**src/rtl/mem_port_pkg.sv**
```systemverilog
// Shared definitions for the memory-port arbiter slice.
//   arb_mode_e     : arbitration policy selector (round-robin / fixed priority)
//   ch_id_w()      : width of an encoded channel id, never less than one bit
//   DEF_DATA_W/ADDR_W : default memory data / word-address widths
package mem_port_pkg;

    typedef enum logic {
        ARB_RR    = 1'b0,
        ARB_FIXED = 1'b1
    } arb_mode_e;

    localparam int DEF_DATA_W = 32;
    localparam int DEF_ADDR_W = 14;

    function automatic int ch_id_w(input int n);
        return (n <= 2) ? 1 : $clog2(n);
    endfunction

endpackage

```
**src/rtl/mem_port_rr_arb.sv**
```systemverilog
// Per-cycle arbiter for the shared memory port.
//   clk, rst      : clock, synchronous active-high reset
//   req_i         : per-channel request vector
//   gnt_o         : one-hot grant (combinational, zero while rst is high)
//   gnt_id_o      : encoded winner id, meaningful when gnt_valid_o is high
//   gnt_valid_o   : some channel won this cycle
// Round-robin mode keeps a priority pointer; fixed mode favours the lowest index.
module mem_port_rr_arb
    import mem_port_pkg::*;
#(
    parameter int NUM_CH   = 4,
    parameter int ARB_MODE = 0,
    localparam int ID_W    = ch_id_w(NUM_CH)
) (
    input  logic              clk,
    input  logic              rst,
    input  logic [NUM_CH-1:0] req_i,
    output logic [NUM_CH-1:0] gnt_o,
    output logic [ID_W-1:0]   gnt_id_o,
    output logic              gnt_valid_o
);

    logic [ID_W-1:0] ptr_q, ptr_d;
    int              idx;

    // NOTE: every signal written here gets a default first, so no path can
    // leave it unassigned and infer a latch.
    always_comb begin
        gnt_id_o    = '0;
        gnt_valid_o = 1'b0;
        idx         = 0;
        if (!rst) begin
            // Scan from the lowest priority upward so the highest-priority
            // requester is the last one written and therefore wins.
            for (int j = NUM_CH - 1; j >= 0; j--) begin
                if (ARB_MODE == int'(ARB_FIXED)) begin
                    idx = j;
                end else begin
                    idx = int'(ptr_q) + j;
                    if (idx >= NUM_CH) idx = idx - NUM_CH;
                end
                if (req_i[idx]) begin
                    gnt_id_o    = ID_W'(idx);
                    gnt_valid_o = 1'b1;
                end
            end
        end
        gnt_o = gnt_valid_o ? (NUM_CH'(1) << gnt_id_o) : '0;
    end

    always_comb begin
        ptr_d = ptr_q;
        if (gnt_valid_o && ARB_MODE != int'(ARB_FIXED)) begin
            ptr_d = (int'(gnt_id_o) == NUM_CH - 1) ? '0 : gnt_id_o + ID_W'(1);
        end
    end

    // NOTE: state registers use non-blocking assignments so every flop
    // samples the pre-edge values regardless of process ordering.
    always_ff @(posedge clk) begin
        if (rst) ptr_q <= '0;
        else     ptr_q <= ptr_d;
    end

endmodule

```
**src/rtl/mem_port_arbiter.sv**
```systemverilog
// N-channel arbiter sharing one single-port memory.
//   clk, rst        : clock, synchronous active-high reset
//   ch_req/ch_we    : per-channel request and write enable
//   ch_addr/ch_wdata: packed per-channel address / write data
//   ch_gnt          : one-hot combinational grant
//   ch_rvalid       : one-hot read-return strobe for the issuing channel
//   ch_rdata        : read data, broadcast, qualified by ch_rvalid
//   mem_en/mem_we/mem_addr/mem_data_i : registered command to the memory
//   mem_data_o      : read data from the memory, RD_LAT cycles after mem_en
module mem_port_arbiter
    import mem_port_pkg::*;
#(
    parameter int NUM_CH   = 4,
    parameter int DATA_W   = DEF_DATA_W,
    parameter int ADDR_W   = DEF_ADDR_W,
    parameter int RD_LAT   = 1,
    parameter int ARB_MODE = 0
) (
    input  logic                     clk,
    input  logic                     rst,
    input  logic [NUM_CH-1:0]        ch_req,
    input  logic [NUM_CH-1:0]        ch_we,
    input  logic [NUM_CH*ADDR_W-1:0] ch_addr,
    input  logic [NUM_CH*DATA_W-1:0] ch_wdata,
    output logic [NUM_CH-1:0]        ch_gnt,
    output logic [NUM_CH-1:0]        ch_rvalid,
    output logic [DATA_W-1:0]        ch_rdata,
    output logic                     mem_en,
    output logic                     mem_we,
    output logic [ADDR_W-1:0]        mem_addr,
    output logic [DATA_W-1:0]        mem_data_i,
    input  logic [DATA_W-1:0]        mem_data_o
);

    localparam int ID_W = ch_id_w(NUM_CH);

    logic [ID_W-1:0]   win_id;
    logic              win_valid;

    logic              cmd_en_q, cmd_en_d;
    logic              cmd_we_q, cmd_we_d;
    logic [ADDR_W-1:0] cmd_addr_q, cmd_addr_d;
    logic [DATA_W-1:0] cmd_data_q, cmd_data_d;
    logic [ID_W-1:0]   cmd_id_q, cmd_id_d;

    // Read-return pipeline: stage 0 tracks the command on the port this
    // cycle, stage RD_LAT-1 lines up with mem_data_o.
    logic [RD_LAT-1:0] pv_q, pv_d;
    logic [ID_W-1:0]   pid_q [RD_LAT];
    logic [ID_W-1:0]   pid_d [RD_LAT];

    mem_port_rr_arb #(
        .NUM_CH   (NUM_CH),
        .ARB_MODE (ARB_MODE)
    ) u_arb (
        .clk         (clk),
        .rst         (rst),
        .req_i       (ch_req),
        .gnt_o       (ch_gnt),
        .gnt_id_o    (win_id),
        .gnt_valid_o (win_valid)
    );

    // Address and write data hold when idle; only en/we drop.
    always_comb begin
        cmd_en_d   = win_valid;
        cmd_we_d   = 1'b0;
        cmd_addr_d = cmd_addr_q;
        cmd_data_d = cmd_data_q;
        cmd_id_d   = cmd_id_q;
        if (win_valid) begin
            cmd_we_d   = ch_we[win_id];
            cmd_addr_d = ch_addr[int'(win_id)*ADDR_W +: ADDR_W];
            cmd_data_d = ch_wdata[int'(win_id)*DATA_W +: DATA_W];
            cmd_id_d   = win_id;
        end
    end

    always_comb begin
        pv_d     = pv_q;
        pid_d    = pid_q;
        pv_d[0]  = cmd_en_q & ~cmd_we_q;
        pid_d[0] = cmd_id_q;
        for (int i = 1; i < RD_LAT; i++) begin
            pv_d[i]  = pv_q[i-1];
            pid_d[i] = pid_q[i-1];
        end
    end

    always_ff @(posedge clk) begin
        if (rst) begin
            cmd_en_q   <= 1'b0;
            cmd_we_q   <= 1'b0;
            cmd_addr_q <= '0;
            cmd_data_q <= '0;
            pv_q       <= '0;
        end else begin
            cmd_en_q   <= cmd_en_d;
            cmd_we_q   <= cmd_we_d;
            cmd_addr_q <= cmd_addr_d;
            cmd_data_q <= cmd_data_d;
            pv_q       <= pv_d;
        end
    end

    // NOTE: channel ids are only ever looked at alongside a valid bit, so
    // they carry no reset; clearing the valids is enough to kill in-flight reads.
    always_ff @(posedge clk) begin
        cmd_id_q <= cmd_id_d;
        pid_q    <= pid_d;
    end

    assign mem_en     = cmd_en_q;
    assign mem_we     = cmd_we_q;
    assign mem_addr   = cmd_addr_q;
    assign mem_data_i = cmd_data_q;
    assign ch_rvalid  = pv_q[RD_LAT-1] ? (NUM_CH'(1) << pid_q[RD_LAT-1]) : '0;
    assign ch_rdata   = mem_data_o;

endmodule

```
**config.mk**
```make
export PLATFORM = sky130hd
export DESIGN_NAME = mem_port_arbiter
export DESIGN_NICKNAME = d
export VERILOG_FILES = /design/src/rtl/mem_port_pkg.sv /design/src/rtl/mem_port_rr_arb.sv /design/src/rtl/mem_port_arbiter.sv
export SDC_FILE = /design/constraint.sdc
export NUM_CORES = 1
export LEC_CHECK = 0
export CAP_MARGIN = 20
export CORE_AREA = 2 2 122 124
export CTS_CLUSTER_SIZE = 24
export DETAILED_ROUTE_END_ITERATION = 10
export DIE_AREA = 0 0 124 126
export PLACE_DENSITY_LB_ADDON = 0.15
export SLEW_MARGIN = 20
export SYNTH_ARGS = -nofsm -noshare
export SYNTH_HDL_FRONTEND = slang
export SYNTH_HIERARCHICAL = 1
export SYNTH_SLANG_ARGS = --single-unit
```
**constraint.sdc**
```tcl
create_clock -name clk -period 2.5 [get_ports clk]
set_input_delay 0.375 -clock clk [delete_from_list [all_inputs] [get_ports clk]]
set_output_delay 0.375 -clock clk [all_outputs]
set_load 0.03 [all_outputs]
```
# [Word level (Yosys, flattened, before mapping)]
# Cells that the tools add are included.
[word_totals] out_inout_bits=88 input_bits=226 regBits=55
[op_classes] n_bitwise=3 n_eq_ne=1 n_mul=1 n_addsub=8 shift=4 reduce_logical=1 magnitude_cmp=9 muxes=35
[op_table] cell="two-way mux 32 bit" n=8
[op_table] cell="less-than comparator 32 x 4 -> 1 bit (second input constant)" n=4
[op_table] cell="indexed part select 128 x 8 -> 32 bit" n=1
[op_table] cell=">= comparator 32 x 4 -> 1 bit (second input constant)" n=3
[op_table] cell="subtractor 32 x 4 -> 32 bit (second input constant)" n=3
[op_table] cell="indexed part select 56 x 7 -> 14 bit" n=1
[op_table] cell="two-way mux 1 bit" n=14
[op_table] cell="two-way mux 2 bit" n=6
[op_table] cell="binary-select mux 1 bit (select 2 bit)" n=5
[op_table] cell="two-way mux 4 bit" n=2
[op_table] cell="left shift 1 x 2 -> 4 bit (first input constant)" n=2
[op_table] cell="adder 2 x 2 -> 3 bit (second input constant)" n=2
[op_table] cell="multiplier 2 x 3 -> 5 bit (second input constant)" n=1
[op_table] cell="subtractor 2 x 3 -> 4 bit (second input constant)" n=1
[op_table] cell="adder 2 x 1 -> 3 bit (second input constant)" n=1
[op_table] cell=">= comparator 2 x 3 -> 1 bit (second input constant)" n=1
[op_table] cell="less-than comparator 2 x 3 -> 1 bit (second input constant)" n=1
[op_table] cell="adder 2 x 1 -> 2 bit (second input constant)" n=1
[op_table] cell="== test 2 x 1 -> 1 bit (second input constant)" n=1
[op_table] cell="inverter 1 bit" n=2
[op_table] cell="OR reduction 2 bit" n=1
[op_table] cell="AND 1 bit" n=1

# [Logic depth before layout (Yosys ltp)]
[logic_depth] word_depth=14 ltp_mapped=9 ltp_nobuf=7

# [Hierarchy]
# The synthesis kept the hierarchy.
[modules_own_cells] module="mem_port_arbiter" seq_area_each_um2=1081.0 instances=1 cells_each=311 area_each_um2=3602.2
[modules_own_cells] module="mem_port_rr_arb" seq_area_each_um2=40.0 instances=1 cells_each=32 area_each_um2=266.5

# [Least setup slack after synthesis]
# OpenSTA, ideal clock, no wires.
[synth_path] path_kind="input -> output" startpoint="input ch_req[3]" endpoint="output ch_gnt[3]" setup_slack_ns=0.583 stages=6 path_buffers=0 t_arrival_ns=1.542 t_required_ns=2.125 path_cell_list="inv_2 a221oi_2 o22ai_1 nor2_1 ha_1 and2_1"
[synth_between] elab_chain_len=10 word_cells_on_any_way=24 classes_between="shift: 1; mux: 23"
[synth_rtl] element="start: declaration" line_no="mem_port_arbiter.sv:21" text="input logic [NUM_CH-1:0] ch_req,"
[synth_rtl] element="binary-select mux 1 bit (select 2 bit)" line_no="mem_port_rr_arb.sv:42" text="if (req_i[idx]) begin"
[synth_rtl] element="two-way mux 1 bit (not written as such) (2 in series)" line_no="mem_port_rr_arb.sv:42"
[synth_rtl] element="two-way mux 2 bit (3 in series)" line_no="mem_port_rr_arb.sv:42"
[synth_rtl] element="two-way mux 2 bit (*)" line_no="mem_port_rr_arb.sv:42"
[synth_rtl] element="two-way mux 2 bit (*)" line_no="mem_port_rr_arb.sv:32" text="if (!rst) begin"
[synth_rtl] element="named net win_id[0]" line_no="mem_port_arbiter.sv:37" text="logic [ID_W-1:0] win_id;"
[synth_rtl] element="left shift 1 x 2 -> 4 bit (*)" line_no="mem_port_rr_arb.sv:48" text="gnt_o = gnt_valid_o ? (NUM_CH'(1) << gnt_id_o) : '0;"
[synth_rtl] element="two-way mux 4 bit (*)" line_no="mem_port_rr_arb.sv:48"
[synth_rtl] element="end: declaration" line_no="mem_port_arbiter.sv:25" text="output logic [NUM_CH-1:0] ch_gnt,"
# Mark *: on every way through the listed nets, which the timed path passes. The rest lies on a longest branch. The select of a mux whose other input is x is not followed.

# [Final worst setup path]
[layout_path] startpoint="input ch_req[2]" endpoint="output ch_gnt[0]"
[layout_between] elab_chain_len=10 word_cells_on_any_way=24 classes_between="shift: 1; mux: 23"
[layout_rtl] element="binary-select mux 1 bit (select 2 bit)" line_no="mem_port_rr_arb.sv:42"
[layout_rtl] element="two-way mux 1 bit (not written as such) (2 in series)" line_no="mem_port_rr_arb.sv:42"
[layout_rtl] element="two-way mux 2 bit (4 in series)" line_no="mem_port_rr_arb.sv:42"
[layout_rtl] element="two-way mux 2 bit" line_no="mem_port_rr_arb.sv:32"
[layout_rtl] element="left shift 1 x 2 -> 4 bit" line_no="mem_port_rr_arb.sv:48"
[layout_rtl] element="two-way mux 4 bit (*)" line_no="mem_port_rr_arb.sv:48"
# Mark *: on every way between the ends. The rest lies on a longest branch, timed or not. The select of a mux whose other input is x is not followed.

==> flow_summary.ini <==
[routing]
antenna_left = 0
drtIter0Drc = 73
drc = 0
avgViaCountPerCell = 4.71
wl_per_cell_um = 17.4
first_pass_iters = 4
drt-total-wl_um = 13100
via_count = 3558

[finish]
area_delta_synth_final_pct = 71.7
diodes = 0
fin_area_um2 = 6640
drive_gt1_frac = 0.233
stdcell_count = 756
final_cell_mix = 241 x clkdlybuf4s50_1, 93 x mux2i_1, 53 x dfxtp_1, 40 x o221ai_2, 38 x or3b_2
fin_util = 0.464
final_common_cell = clkdlybuf4s50_1
fill_cells = 1368
nNetsFinal = 801

[min_path]
holdPathEnd = pid_q[0]
min_from = cmd_id_q[0]
hold_depth = 0
hp-class = reg -> reg

[placement]
portBuffers = 249
dp_hpwl_um = 10400
placed_cell_area_um2 = 6470
dp_cells = 748
gp_congestion = 0.767

[clock_tree]
post_cts_buffers = 0
cts_tree = done
root_buffer = clkbuf_16
cts-htree-levels = 2
numCtsBuffers = 5
clock_sinks = 55
path_clk_slew_ps = 70
clk_latency_ps = 300
clockBufferDepth = 2

[synth]
ys_types = 33
synthArstFlopShare = 0
ys_ff_latch = 55
netlist_area_um2 = 3870
synth_warnings = 6
synth-edff-count = 2
ys_seq_area_frac = 0.290
ys.flop_type = dfxtp_1
syn_nets = 573
synthesis.area_per_instance_um2 = 11.3
syn_inst = 343

[critical_path]
required_ps = 2120
r2r_setup_slack_ps = 530
cp_slowest_cell = clkdlybuf4s50_1
r2r_start = u_arb/ptr_q[0]
rr_worst_depth = 8
worst-setup-path-type = in -> out
startpoint_type = input pin
cp.arrival_ps = 2030
crit_path_frequent_cell = buf_4
critPathTopFamily = buffers and inverters
cp_cell_sequence = clkdlybuf4s50_1, buf_4, a21oi_1, or3_1, ha_1, and2_1, buf_4
reg2reg_to = mem_addr[6]
cp-end-kind = primary output
cpPeakStageDelay_ps = 530
worstPathMaxFanout = 3
path_buf_inv = 3

[global_routing]
antenna_found_initial = 0
globalRouteOverflowTotal = 0
grtUsageTotal = 0.158
grt_pass1_wl_um = 19100
first_global_vias = 3799
grt_max_degree = 31

[timing]
finalMaxSlewViolations = 0
max_freq_mhz = 416
min_period_over_period = 0.961
fin_hold_ws_ps = 352
tightest_slew_ps = 436
slew_headroom = 0.708
finalSetupViolCount = 0
final_hold_viol_count = 0
period_minus_slack_ps = 2400
finalClockSkew_ps = 2.98

[pwr]
power.total_w = 0.00296
ir_drop_v = 0.000266
p_leak_nw = 2.36
power_density_nw_per_um2 = 446

[floorplanning]
die_h_um = 126
start_util = 0.270
io_pins = 314
coreArea_um2 = 14300
placementRows = 44
die_width_um = 124
dieArea_um2 = 15600

[job]
max-cap-violations = 0

[status]
status = complete, no violations
sequential cells by signal, indices dropped and copies added (netlist names):
signal,cells
u_arb/ptr_q,2
mem_en,1
mem_addr,14
mem_we,1
pv_q,1
cmd_id_q,2
pid_q,2
mem_data_i,32
cells in the mapped netlist, drive strengths merged, types with 2 or more instances:
library cell / number / area, um2
a21oi: 2 / 10.0
a221oi: 2 / 30.0
and2: 5 / 31.3
buf: 59 / 435
clkbuf: 3 / 11.3
dfxtp: 53 / 1060
edfxtp: 2 / 60.1
ha: 4 / 50.1
inv: 5 / 18.8
mux2i: 93 / 931
nor2: 5 / 18.8
nor3: 2 / 10.0
nor3b: 2 / 15.0
o221ai: 46 / 653
or3b: 47 / 412
logic make-up after synthesis:
logic type / Yosys count / share of synthesized area
AND/OR/NAND/NOR: 69 / 0.143
AO/OA/AOI/OAI: 53 / 0.185
flip-flops: 55 / 0.290
buffers and inverters: 68 / 0.123
multiplexers: 94 / 0.246
adder cells (fa/ha/maj): 4 / 0.0129
worst reg2reg max path, delay by kind of cell (launching register included):
family | cells | cell delay (ps)
compound gates | 3 | 420
buf+inv | 3 | 500
flops | 1 | 330
simple gates | 2 | 630
through the flow:
step	TNS, ps	setup slack, ps
2_1_floorplan	0	583
3_3_place_gp	-702	-56.3
3_5_place_dp	-2420	-99.4
4_1_cts	0	10.7
5_1_grt	-1.67	-1.67
6_report	0	97.6
routing by layer:
metal / GRT usage / vias to the layer above / routed length [um]
met5: 0 / - / 0
met4: 0.0529 / 0 / 239
met3: 0.0376 / 16 / 1190
met2: 0.298 / 164 / 6800
met1: 0.169 / 1635 / 4890
li1: - / 1743 / -
repair_timing:
item,4_1_cts,5_1_grt
cloned,0,0
hold buffers,0,0
setup endpoints to repair,4,4
resized for setup,2,2
area by class of cell:
type	count	area, um2	area share
tap	184	230	0.0347
clock buffer	5	125	0.0188
clock inverter	3	38.8	0.00584
multi-input combinational	220	2290	0.345
timing repair buffer	284	2820	0.424
sequential	55	1120	0.169
inverter	5	18.8	0.00283
power breakdown:
part / total, W / internal (W) / switching (W)
sequential: 0.00101 / 0.000966 / 0.0000408
clock: 0.000812 / 0.000469 / 0.000343
combinational: 0.00114 / 0.000644 / 0.000498
worst max-delay path by stage:
stage                   start              to  slack (ps)  depth (start not counted)
floorplan           ch_req[3]       ch_gnt[3]         580                          6
global placement    ch_req[0]   mem_data_i[6]         -60                          9
detailed placement  ch_req[0]  mem_data_i[16]        -100                          9
CTS                 ch_req[3]       ch_gnt[3]          10                          9
global route        ch_req[2]       ch_gnt[3]          -2                          8
finish              ch_req[2]       ch_gnt[0]         100                          7
Note: power is estimated with default switching activity, not from simulation.
